`src/rtl/sdram_wb_bridge.sv`:
```
// Wishbone classic slave that streams burst beats into the SDRAM core's
// ping-pong write FIFO and pulls read beats from its read FIFO.
module sdram_wb_bridge #(
  parameter logic [31:0] READ_TIMEOUT = 32'd1000000,
  parameter int          ADDR_WIDTH   = 22
) (
  input  logic                  clk,
  input  logic                  rst,
  input  logic                  i_wbs_cyc,
  input  logic                  i_wbs_stb,
  input  logic                  i_wbs_we,
  input  logic [3:0]            i_wbs_sel,
  input  logic [31:0]           i_wbs_adr,
  input  logic [31:0]           i_wbs_dat,
  output logic [31:0]           o_wbs_dat,
  output logic                  o_wbs_ack,
  output logic                  o_wbs_err,
  input  logic                  sdram_ready,
  output logic                  sdram_write_enable,
  output logic                  sdram_read_enable,
  output logic [ADDR_WIDTH-1:0] app_address,
  output logic                  if_write_strobe,
  output logic [31:0]           if_write_data,
  output logic [3:0]            if_write_mask,
  input  logic [1:0]            if_write_ready,
  output logic [1:0]            if_write_activate,
  input  logic [23:0]           if_write_fifo_size,
  output logic                  of_read_strobe,
  input  logic                  of_read_ready,
  output logic                  of_read_activate,
  input  logic [23:0]           of_read_count,
  input  logic [31:0]           of_read_data
);

  typedef enum logic [2:0] {
    S_IDLE, S_WR_ACQ, S_WR_XFER, S_WR_DRAIN,
    S_RD_WAIT, S_RD_SETTLE, S_RD_XFER, S_RD_END
  } state_t;

  state_t      r_state;
  logic [23:0] r_count;
  logic [31:0] r_timeout;

  logic        w_beat;
  logic [23:0] w_count_inc;
  logic        w_unused;

  // The err pulse answers a beat just like ack, so it also masks the beat.
  assign w_beat      = i_wbs_cyc & i_wbs_stb & ~o_wbs_ack & ~o_wbs_err;
  assign w_count_inc = r_count + 24'd1;
  assign w_unused    = &{1'b0, i_wbs_adr[31:ADDR_WIDTH]};

  always_ff @(posedge clk) begin
    if (rst) begin
      r_state            <= S_IDLE;
      r_count            <= '0;
      r_timeout          <= '0;
      o_wbs_dat          <= '0;
      o_wbs_ack          <= 1'b0;
      o_wbs_err          <= 1'b0;
      sdram_write_enable <= 1'b0;
      sdram_read_enable  <= 1'b0;
      app_address        <= '0;
      if_write_strobe    <= 1'b0;
      if_write_data      <= '0;
      if_write_mask      <= '0;
      if_write_activate  <= '0;
      of_read_strobe     <= 1'b0;
      of_read_activate   <= 1'b0;
    end else begin
      // NOTE: pulses default low here so every later branch only has to raise them.
      o_wbs_ack       <= 1'b0;
      o_wbs_err       <= 1'b0;
      if_write_strobe <= 1'b0;
      of_read_strobe  <= 1'b0;

      case (r_state)
        S_IDLE: begin
          if (w_beat && sdram_ready) begin
            app_address <= i_wbs_adr[ADDR_WIDTH-1:0];
            if (i_wbs_we) begin
              sdram_write_enable <= 1'b1;
              r_state            <= S_WR_ACQ;
            end else begin
              sdram_read_enable <= 1'b1;
              r_timeout         <= '0;
              r_state           <= S_RD_WAIT;
            end
          end
        end

        // A filled side is released here, one cycle after its last strobe.
        S_WR_ACQ: begin
          if (if_write_activate != 2'b00) begin
            if_write_activate <= 2'b00;
          end else if (!i_wbs_cyc) begin
            r_state <= S_WR_DRAIN;
          end else if (if_write_ready != 2'b00) begin
            if_write_activate <= if_write_ready[0] ? 2'b01 : 2'b10;
            r_count           <= '0;
            r_state           <= S_WR_XFER;
          end
        end

        S_WR_XFER: begin
          if (!i_wbs_cyc) begin
            if_write_activate <= 2'b00;
            r_state           <= S_WR_DRAIN;
          end else if (w_beat) begin
            if_write_strobe <= 1'b1;
            if_write_data   <= i_wbs_dat;
            if_write_mask   <= ~i_wbs_sel;
            o_wbs_ack       <= 1'b1;
            r_count         <= w_count_inc;
            if (w_count_inc >= if_write_fifo_size) r_state <= S_WR_ACQ;
          end
        end

        S_WR_DRAIN: begin
          if (if_write_ready == 2'b11) begin
            sdram_write_enable <= 1'b0;
            r_state            <= S_IDLE;
          end
        end

        S_RD_WAIT: begin
          if (!i_wbs_cyc) begin
            of_read_activate  <= 1'b0;
            sdram_read_enable <= 1'b0;
            r_state           <= S_RD_END;
          end else if (of_read_activate) begin
            of_read_activate <= 1'b0;
            r_timeout        <= '0;
          end else if (of_read_ready) begin
            of_read_activate <= 1'b1;
            r_count          <= '0;
            r_state          <= S_RD_SETTLE;
          end else if (r_timeout == READ_TIMEOUT - 32'd1) begin
            o_wbs_err         <= 1'b1;
            sdram_read_enable <= 1'b0;
            r_state           <= S_IDLE;
          end else begin
            r_timeout <= r_timeout + 32'd1;
          end
        end

        S_RD_SETTLE: begin
          if (!i_wbs_cyc) begin
            of_read_activate  <= 1'b0;
            sdram_read_enable <= 1'b0;
            r_state           <= S_RD_END;
          end else begin
            r_state <= S_RD_XFER;
          end
        end

        S_RD_XFER: begin
          if (!i_wbs_cyc) begin
            of_read_activate  <= 1'b0;
            sdram_read_enable <= 1'b0;
            r_state           <= S_RD_END;
          end else if (w_beat) begin
            o_wbs_dat      <= of_read_data;
            o_wbs_ack      <= 1'b1;
            of_read_strobe <= 1'b1;
            r_count        <= w_count_inc;
            if (w_count_inc >= of_read_count) begin
              r_timeout <= '0;
              r_state   <= S_RD_WAIT;
            end
          end
        end

        S_RD_END: r_state <= S_IDLE;

        default: r_state <= S_IDLE;
      endcase
    end
  end

endmodule
```
`config.mk`:
```
export PLATFORM = sky130hd
export DESIGN_NAME = sdram_wb_bridge
export DESIGN_NICKNAME = d
export VERILOG_FILES = /design/src/rtl/sdram_wb_bridge.sv
export SDC_FILE = /design/constraint.sdc
export NUM_CORES = 1
export LEC_CHECK = 0
export CAP_MARGIN = 20
export CORE_MARGIN = 2
export CORE_UTILIZATION = 43
export DETAILED_ROUTE_END_ITERATION = 10
export GPL_ROUTABILITY_DRIVEN = 0
export PLACE_DENSITY = 0.78
export SETUP_SLACK_MARGIN = 0.2
export SLEW_MARGIN = 20
export SYNTH_ARGS = -nofsm -noshare
export SYNTH_HDL_FRONTEND = slang
export SYNTH_SLANG_ARGS = --single-unit
export TNS_END_PERCENT = 5
```
`constraint.sdc`:
```
create_clock -name clk -period 3.6 [get_ports clk]
set_clock_uncertainty 0.15 [all_clocks]
set_input_delay 0.54 -clock clk [delete_from_list [all_inputs] [get_ports clk]]
set_output_delay 0.54 -clock clk [all_outputs]
set_load 0.01 [all_outputs]
```
==> results of run 1 <==
[cells in the mapped netlist, drive strengths merged (7+ instances only)]
| cell | instances |
|---|---|
| a21oi | 156 |
| nand2 | 221 |
| o31ai | 11 |
| or4 | 11 |
| inv | 58 |
| nand4 | 16 |
| xnor2 | 11 |
| dfxtp | 158 |
| nand3 | 21 |
| nand3b | 9 |
| o211ai | 8 |
| or3 | 17 |
| a211oi | 9 |
| and3 | 8 |
| xor2 | 18 |
| nor4 | 8 |
| nand2b | 7 |
| buf | 12 |
| clkbuf | 42 |
| nor3 | 18 |
| o21a | 7 |
| ha | 50 |
| nor2 | 61 |
| o21ai | 42 |
[sequential cells by signal (all words and copies together) (netlist names), 2 cells and up]
| register | count |
|---|---|
| if_write_mask | 4 |
| r_timeout | 32 |
| if_write_activate | 2 |
| app_address | 22 |
| r_state | 3 |
| o_wbs_dat | 32 |
| if_write_data | 32 |
| r_count | 24 |
[final cells by class]
| cell class | count | area [um^2] | area share |
|---|---|---|---|
| multi-input cells | 767 | 4700 | 0.390 |
| flip-flops and latches | 158 | 3170 | 0.264 |
| repair buffers | 324 | 3070 | 0.255 |
| clock buffers | 17 | 425 | 0.0353 |
| well taps | 234 | 293 | 0.0243 |
| inverters | 58 | 218 | 0.0181 |
| clock inverters | 15 | 168 | 0.0139 |
| diodes | 1 | 2.50 | 0.000208 |
[routing by layer]
metal,vias to the layer above,GRT usage,routed length (um)
met5,-,0,13
met4,2,0.0742,455
met1,3798,0.286,10300
met2,269,0.394,12000
met3,37,0.0678,1720
li1,4165,-,-
[worst paths after layout]
check	endpoint	slack (ps)
hold reg to reg	if_write_data[2]	300
setup / recovery	r_timeout[18]	-200
setup reg to reg	r_timeout[18]	-200
hold / removal	if_write_data[2]	300
[cells in the final DEF (no fill, tap or decap), types with 4 or more instances in the layout]
cell	count
clkdlybuf4s50_1	244
nand2_1	219
dfxtp_1	149
a21oi_1	147
buf_4	74
nor2_1	59
inv_1	58
ha_1	49
o21ai_0	38
nand3_1	20
clkbuf_16	17
or3_1	16
xor2_1	15
nor3_1	15
nand4_1	13
nand3b_1	9
dfxtp_2	9
xnor2_1	8
o31ai_1	8
a21oi_2	8
nand2b_1	7
or4_1	7
o21a_1	7
and3_1	6
a211oi_1	6
buf_6	6
o211ai_1	5
a21o_1	5
inv_6	5
and2_1	4
a31oi_1	4
mux2i_1	4
nor4b_1	4
nor4_1	4
or4_4	4
inv_8	4
[power groups by stage]
stage	sequential (W)	combinational [W]	clock [W]
after detailed placement	0.00191	0.000894	0
after CTS	0.00188	0.000905	0.00184
final	0.00188	0.000911	0.00182
after global placement	0.00191	0.000879	0
after global routing	0.00189	0.000996	0.00192
after floorplan	0.00190	0.000506	0
[cells by family after synthesis]
logic type               synth area share
buffers and inverters              0.0572
XOR/XNOR                           0.0312
flip-flops                          0.389
adder cells (fa/ha/maj)            0.0769
AO/OA/AOI/OAI                       0.190
AND/OR/NAND/NOR                     0.248
multiplexers                      0.00769
[timing repair]
item	CTS	global route
resized for setup	15	21
setup buffers	1	6
setup endpoints to repair	35	35
pin swaps	8	22
hold endpoints to repair	0	0
[metrics by stage]
| stage | std cells | total power (W) | utilization | cell area (um^2) | setup TNS [ps] |
|---|---|---|---|---|---|
| floorplan | 1037 | 0.00240 | - | 8180 | -8.51 |
| global placement | 1534 | 0.00279 | 0.602 | 11200 | -1260 |
| detailed placement | 1534 | 0.00281 | 0.602 | 11200 | -2840 |
| CTS | 1567 | 0.00462 | 0.638 | 11900 | -897 |
| global route | 1574 | 0.00480 | 0.646 | 12000 | -8240 |
| finish | 1574 | 0.00461 | 0.646 | 12000 | -2160 |
[worst max-delay path, cell delays in order (launching register included)]
cell	delay [ps]
dfxtp_2	350
ha_4	140
nand2_2	80
nor4_4	290
and2_4	200
and4_4	230
nand2_1	70
xnor2_1	150
ha_1	300
nand4_1	150
nor4_2	310
o21ai_1	140
a21oi_4	190
buf_6	160
o211ai_4	110
or4_1	510
a21oi_1	170
==> impl_metrics.tcl, run 1 <==
set metrics [dict create \
    grt_pass1_wl_mm 38.1 \
    rsz0062_at_grt "yes" \
    cts.sinks 158 \
    syn_area_per_cell_um2 7.84 \
    synth_enable_flop_cells 0 \
    worstPathRequired_ps 3810 \
    min-delay-start "if_write_data[2]" \
    drive_gt1_frac 0.136 \
    ys_warn_count 0 \
    p_clk_frac 0.395 \
    max_cap_viol_count 0 \
    synth_ff_type "dfxtp_1" \
    clk_latency_ps 430 \
    synth_cells 1037 \
    critPathMaxFanout 6 \
    pin_count 256 \
    track_usage 0.233 \
    violations "negative setup slack" \
    setup_violations 23 \
    setup_slack_ps -204 \
    period_needed_ps 3800 \
    rows 50 \
    ys_ff_latch 158 \
    cts-root-buf "clkbuf_16" \
    yosysSeqAreaShare 0.389 \
    coreArea_um2 18600 \
    fmax_mhz 263 \
    worstMarginPinSlew_ps 767 \
    wire_per_inst_um 15.5 \
    cts_buffers 17 \
    seq_power_share 0.407 \
    clk_pin_slew_ps 70 \
    chipWidth_um 142 \
    yosys.area.top_type "dfxtp_1" \
    vias 8271 \
    ctsHtreeMaxLevel 4 \
    grt_max_degree 73 \
    clockBufferDepth 2 \
    p_int_w 0.00324 \
    leakagePower_nw 4.66 \
    place_hpwl_mm 17.6 \
    status "finished, violations left" \
    initial_utilization 0.436 \
    switching_share 0.297 \
    holdPathStages 2 \
    syn_area_um2 8130 \
    crit_path_start "r_count[0]" \
    netlist.area_leader.share 0.389 \
    pre_cts_slack_ps -209 \
    power_density_nw_per_um2 382 \
    slew-limit-headroom 0.488 \
    initialDrtViolationCount 502 \
    path_class "register to register" \
    ctsHoldBuffers 0 \
    timing.rr.start "r_count[0]" \
    wl_mm 24.4 \
    hold_path.class "register to register" \
    r2r_cells 16 \
    synthTopCellsByArea "dfxtp_1 39%, nand2_1 10%, a21oi_1 9.3%" \
    grt_pass1_vias 7799 \
    ant_nets 0 \
    drv_slew 0 \
    synth_nets 1244 \
    hold_viol 0 \
    holdWs_ps 303 \
    finalCritPeriodShare 1.06 \
    cts_tree "built" \
    crit_arrival_ps 4010 \
    ir_drop_v 0.000405 \
    drcViolationCount 0 \
    async_flop_share 0 \
    p_switching_w 0.00137 \
    nets 1533 \
    synth.distinct_cells 65 \
    comb_power_share 0.198 \
    grt_antenna_before_repair 2 \
    die_h_um 142 \
    dieArea_um2 20000 \
    end_kind "register" \
    syn_to_final_growth_pct 48.1 \
    drt_pass1_iterations 6 \
    fillers 1550 \
    grt.overflow.total 0 \
    io_buffers 245 \
    viasPerCell 5.25 \
    worst_setup_path_start_kind "register" \
]
(Power assumes the default switching activity.)
==> run 2, diff against run 1 <==
CORE_ASPECT_RATIO = 0.6   (was unset)
==> impl_metrics.tcl, run 2 (synthesized netlist as in run 1, its figures left out) <==
set metrics [dict create \
    ctsHoldBuffers 0 \
    path_cells "nand4_1 > buf_6 > nor4_4 > and2_4 > buf_4 > nand3_1 > xnor2_2 > ha_1 > nand4_1 > nor4_4 > o21ai_2 > a21oi_4 > buf_6 > o211ai_4 > or4_4 > a21oi_2" \
    worst_setup_path_start_kind "register" \
    syn_to_final_growth_pct 49.0 \
    clk_latency_ps 420 \
    violations "negative setup slack" \
    setup_violations 18 \
    fillers 1518 \
    end_kind "register" \
    rows 38 \
    ant_nets 0 \
    biggestRegsByFlops "if_write_data: 32 flops, o_wbs_dat: 32 flops, r_timeout: 32 flops" \
    pin_count 256 \
    diodes 0 \
    hold_path.class "register to register" \
    final_cell_mix "244 x clkdlybuf4s50_1, 219 x nand2_1, 150 x dfxtp_1" \
    slowest_stage "or4_4" \
    worstPathRequired_ps 3800 \
    place_hpwl_mm 17.9 \
    cts-root-buf "clkbuf_16" \
    power_density_nw_per_um2 397 \
    max_stage_delay_ps 510 \
    holdWs_ps 302 \
    tns_ps -1170 \
    cts_tree "built" \
    critPathMaxFanout 7 \
    io_buffers 245 \
    drcViolationCount 0 \
    grt_pass1_vias 8137 \
    cts_buffers 17 \
    drt_pass1_iterations 7 \
    grt_antenna_before_repair 0 \
    dieArea_um2 20100 \
    leakagePower_nw 4.72 \
    initialDrtViolationCount 702 \
    ctsHtreeMaxLevel 4 \
    cts.sinks 158 \
    wire_per_inst_um 15.5 \
    ir_drop_v 0.000396 \
    cpLargestDelayFamily "simple AND/OR/NAND/NOR gates" \
    max_cap_viol_count 0 \
    drv_slew 0 \
    instances_no_fill 1581 \
    period_needed_ps 3720 \
    path_buf_inv 3 \
    worstMarginPinSlew_ps 677 \
    hold_viol 0 \
    crit_arrival_ps 3920 \
    final_common_cell "clkdlybuf4s50_1" \
    fmax_mhz 269 \
    finalCritPeriodShare 1.03 \
    setup_slack_ps -118 \
    nets 1535 \
    path_class "register to register" \
    track_usage 0.244 \
    grt.overflow.total 0 \
    place_inst 1548 \
    rsz0062_at_grt "yes" \
    grt_pass1_wl_mm 40.1 \
    chipWidth_um 182 \
    status "finished, violations left" \
    grt_max_degree 86 \
    initial_utilization 0.444 \
    slew-limit-headroom 0.548 \
    vias 8331 \
    drive_gt1_frac 0.130 \
    die_h_um 111 \
    clockBufferDepth 2 \
    viasPerCell 5.27 \
    wl_mm 24.5 \
    coreArea_um2 18300 \
    clk_pin_slew_ps 60 \
]
## run 2: cell count changes in the layout (fill, tap and decap cells not counted), moves of 2 or more
cell,previous run,this run
bufinv_16,1,5
inv_6,5,1
inv_8,4,0
buf_12,0,3
clkbuf_1,0,3
clkbuf_8,0,2
clkinv_2,0,2
clkinv_4,2,0
xor2_1,15,17
xor2_2,3,1
## run 2: worst register-to-register path, stage by stage, from the launching register on
cell,delay (ps)
dfxtp_2,320
nand4_1,110
buf_6,150
nor4_4,270
and2_4,190
buf_4,120
nand3_1,130
xnor2_2,190
ha_1,310
nand4_1,160
nor4_4,310
o21ai_2,150
a21oi_4,170
buf_6,160
o211ai_4,120
or4_4,520
a21oi_2,150
## run 2: through the flow
step | worst slack [ps] | util | cell area (um^2) | total power (W)
2_1_floorplan | -4.26 | - | 8180 | 0.00240
3_3_place_gp | -121 | 0.619 | 11300 | 0.00282
3_5_place_dp | -306 | 0.619 | 11300 | 0.00283
4_1_cts | -107 | 0.659 | 12100 | 0.00483
5_1_grt | -299 | 0.662 | 12100 | 0.00501
6_report | -118 | 0.662 | 12100 | 0.00481
## run 2: path summary, 6_finish.rpt
check | depth (start not counted) | start | slack (ps) | to
hold / removal | 2 | o_wbs_dat[3] | 300 | o_wbs_dat[3]
setup reg to reg | 16 | r_count[7] | -120 | r_timeout[26]
hold reg to reg | 2 | o_wbs_dat[3] | 300 | o_wbs_dat[3]
setup / recovery | 16 | r_count[7] | -120 | r_timeout[26]
## run 2: power breakdown
group	internal, W	switching, W
combinational	0.000455	0.000491
sequential	0.00181	0.0000702
clock	0.00127	0.000722
total	0.00353	0.00128
## run 2: what timing repair did
item                                    in CTS  in global routing
buffers inserted                             1                  0
gates cloned                                 0                  0
pin swaps                                   12                  6
endpoints found under the setup margin      35                 35
gates resized for setup                     16                 15
## run 2: area by class of cell
cell class / count / area, um^2 / area share
multi-input cells: 767 / 4660 / 0.385
flip-flops and latches: 158 / 3170 / 0.262
repair buffers: 326 / 3120 / 0.257
clock buffers: 22 / 464 / 0.0383
well taps: 240 / 300 / 0.0248
inverters: 58 / 218 / 0.0180
clock inverters: 10 / 184 / 0.0152
## run 2: routing by layer
metal | vias to the layer above | share of wire | global-route usage
li1 | 4161 | - | -
met1 | 3853 | 0.47 | 0.326
met2 | 291 | 0.44 | 0.389
met3 | 26 | 0.079 | 0.0640
met4 | 0 | 0.012 | 0.0661
met5 | - | 0 | 0
==> run 3, diff against run 2 <==
CORE_UTILIZATION = 35   (was 43)
PLACE_DENSITY = 0.66   (was 0.78)
RECOVER_POWER = 25   (was unset)
==> impl_metrics.tcl, run 3 (synthesized netlist as in run 1, its figures left out) <==
set metrics [dict create \
    power_density_nw_per_um2 386 \
    vias 8179 \
    dieArea_um2 24500 \
    grt_antenna_before_repair 0 \
    cts.sinks 158 \
    instances_no_fill 1660 \
    grt_pass1_vias 7643 \
    path_class "register to register" \
    place_inst 1621 \
    crit_arrival_ps 3870 \
    max_stage_delay_ps 510 \
    chipWidth_um 201 \
    fillers 2153 \
    slowest_stage "or4_4" \
    ir_drop_v 0.000372 \
    cpLargestDelayFamily "simple AND/OR/NAND/NOR gates" \
    fmax_mhz 273 \
    cts-root-buf "clkbuf_16" \
    seq_power_share 0.390 \
    coreArea_um2 23000 \
    setup_violations 13 \
    clk_latency_ps 430 \
    comb_power_share 0.208 \
    place_hpwl_mm 18.1 \
    worst_setup_path_start_kind "register" \
    path_buf_inv 2 \
    finalCritPeriodShare 1.02 \
    rsz0062_at_grt "yes" \
    io_buffers 245 \
    ctsHtreeMaxLevel 4 \
    worstPathRequired_ps 3820 \
    track_usage 0.199 \
    p_clk_frac 0.402 \
    wl_mm 24.7 \
    p_int_w 0.00345 \
    setup_slack_ps -58.1 \
    placed_cell_area_um2 11400 \
    biggestRegsByFlops "if_write_data: 32 flops, o_wbs_dat: 32 flops, r_timeout: 32 flops" \
    tns_ps -337 \
    die_h_um 122 \
    final_area_um2 12300 \
    grt_pass1_wl_mm 39.3 \
    hold_viol 0 \
    syn_to_final_growth_pct 51.6 \
    initialDrtViolationCount 442 \
    switching_share 0.275 \
    initial_utilization 0.354 \
    final_cell_mix "228 x clkdlybuf4s50_1, 218 x nand2_1, 152 x dfxtp_1" \
    clk_pin_slew_ps 60 \
    drcViolationCount 0 \
    clockBufferDepth 2 \
    ctsHoldBuffers 0 \
    drive_gt1_frac 0.135 \
    drv_slew 0 \
    leakagePower_nw 4.79 \
    diodes 0 \
    end_kind "register" \
    status "finished, violations left" \
    hold_path.class "register to register" \
    violations "negative setup slack" \
    path_cells "nand4_1 > buf_4 > nor4_4 > and4_4 > and3_4 > xor2_2 > ha_1 > nand4_1 > nor4_4 > o21ai_2 > a21oi_4 > buf_6 > o211ai_4 > or4_4 > a21oi_2" \
    rows 43 \
    drt_pass1_iterations 5 \
    wire_per_inst_um 14.9 \
    ant_nets 0 \
    final_common_cell "clkdlybuf4s50_1" \
    viasPerCell 4.93 \
    cts_buffers 17 \
    p_switching_w 0.00131 \
    grt_max_degree 81 \
    max_cap_viol_count 0 \
    slew-limit-headroom 0.148 \
    period_needed_ps 3660 \
    critPathMaxFanout 7 \
    nets 1539 \
    pin_count 256 \
    cts_tree "built" \
    worstMarginPinSlew_ps 1280 \
    pre_cts_slack_ps -512 \
    grt.overflow.total 0 \
]
-- run 3: area by class of cell --
type | instances | area, um^2 | share of cell area
clock buffers | 22 | 454 | 0.0368
clock inverters | 10 | 163 | 0.0132
inverters | 58 | 218 | 0.0177
multi-input cells | 767 | 4780 | 0.388
flip-flops and latches | 158 | 3170 | 0.257
well taps | 315 | 394 | 0.0320
repair buffers | 330 | 3150 | 0.255
-- run 3: power groups by stage --
stage / combinational (W) / clock, W / sequential (W)
floorplan: 0.000506 / 0 / 0.00190
global placement: 0.000951 / 0 / 0.00189
detailed placement: 0.000959 / 0 / 0.00189
CTS: 0.000969 / 0.00195 / 0.00185
global route: 0.00108 / 0.00203 / 0.00186
finish: 0.000990 / 0.00191 / 0.00185
-- run 3: routing by layer --
layer | GRT usage | vias up | part of all wire
met4 | 0.0444 | 0 | 0.0063
met3 | 0.0540 | 12 | 0.056
met5 | 0 | - | 0
met2 | 0.296 | 190 | 0.43
li1 | - | 4175 | -
met1 | 0.287 | 3802 | 0.51
-- run 3: worst reg2reg max path, cell delays in order, from the launching register on --
cell	delay, ps
dfxtp_2	330
nand4_1	180
buf_4	210
nor4_4	220
and4_4	270
and3_4	210
xor2_2	80
ha_1	310
nand4_1	170
nor4_4	230
o21ai_2	130
a21oi_4	150
buf_6	150
o211ai_4	140
or4_4	510
a21oi_2	150
-- run 3: stage by stage --
| step | utilization | hold WS, ps | power, W |
|---|---|---|---|
| final | 0.537 | 303 | 0.00476 |
| after global routing | 0.537 | 323 | 0.00497 |
| after CTS | 0.530 | 304 | 0.00478 |
| after detailed placement | 0.498 | 296 | 0.00285 |
| after global placement | 0.498 | 291 | 0.00284 |
| after floorplan | - | 298 | 0.00240 |
-- run 3: what timing repair did --
item | in CTS | in global routing
endpoints found under the setup margin | 35 | 35
pin swaps | 24 | 10
setup buffers | 7 | 0
resized for setup | 17 | 29
-- run 3: worst paths after layout --
path | startpoint | endpoint | slack, ps | cells after the start
setup / recovery | r_count[10] | r_timeout[24] | -60 | 15
hold / removal | app_address[21] | app_address[21] | 300 | 2
setup reg to reg | r_count[10] | r_timeout[24] | -60 | 15
hold reg to reg | app_address[21] | app_address[21] | 300 | 2
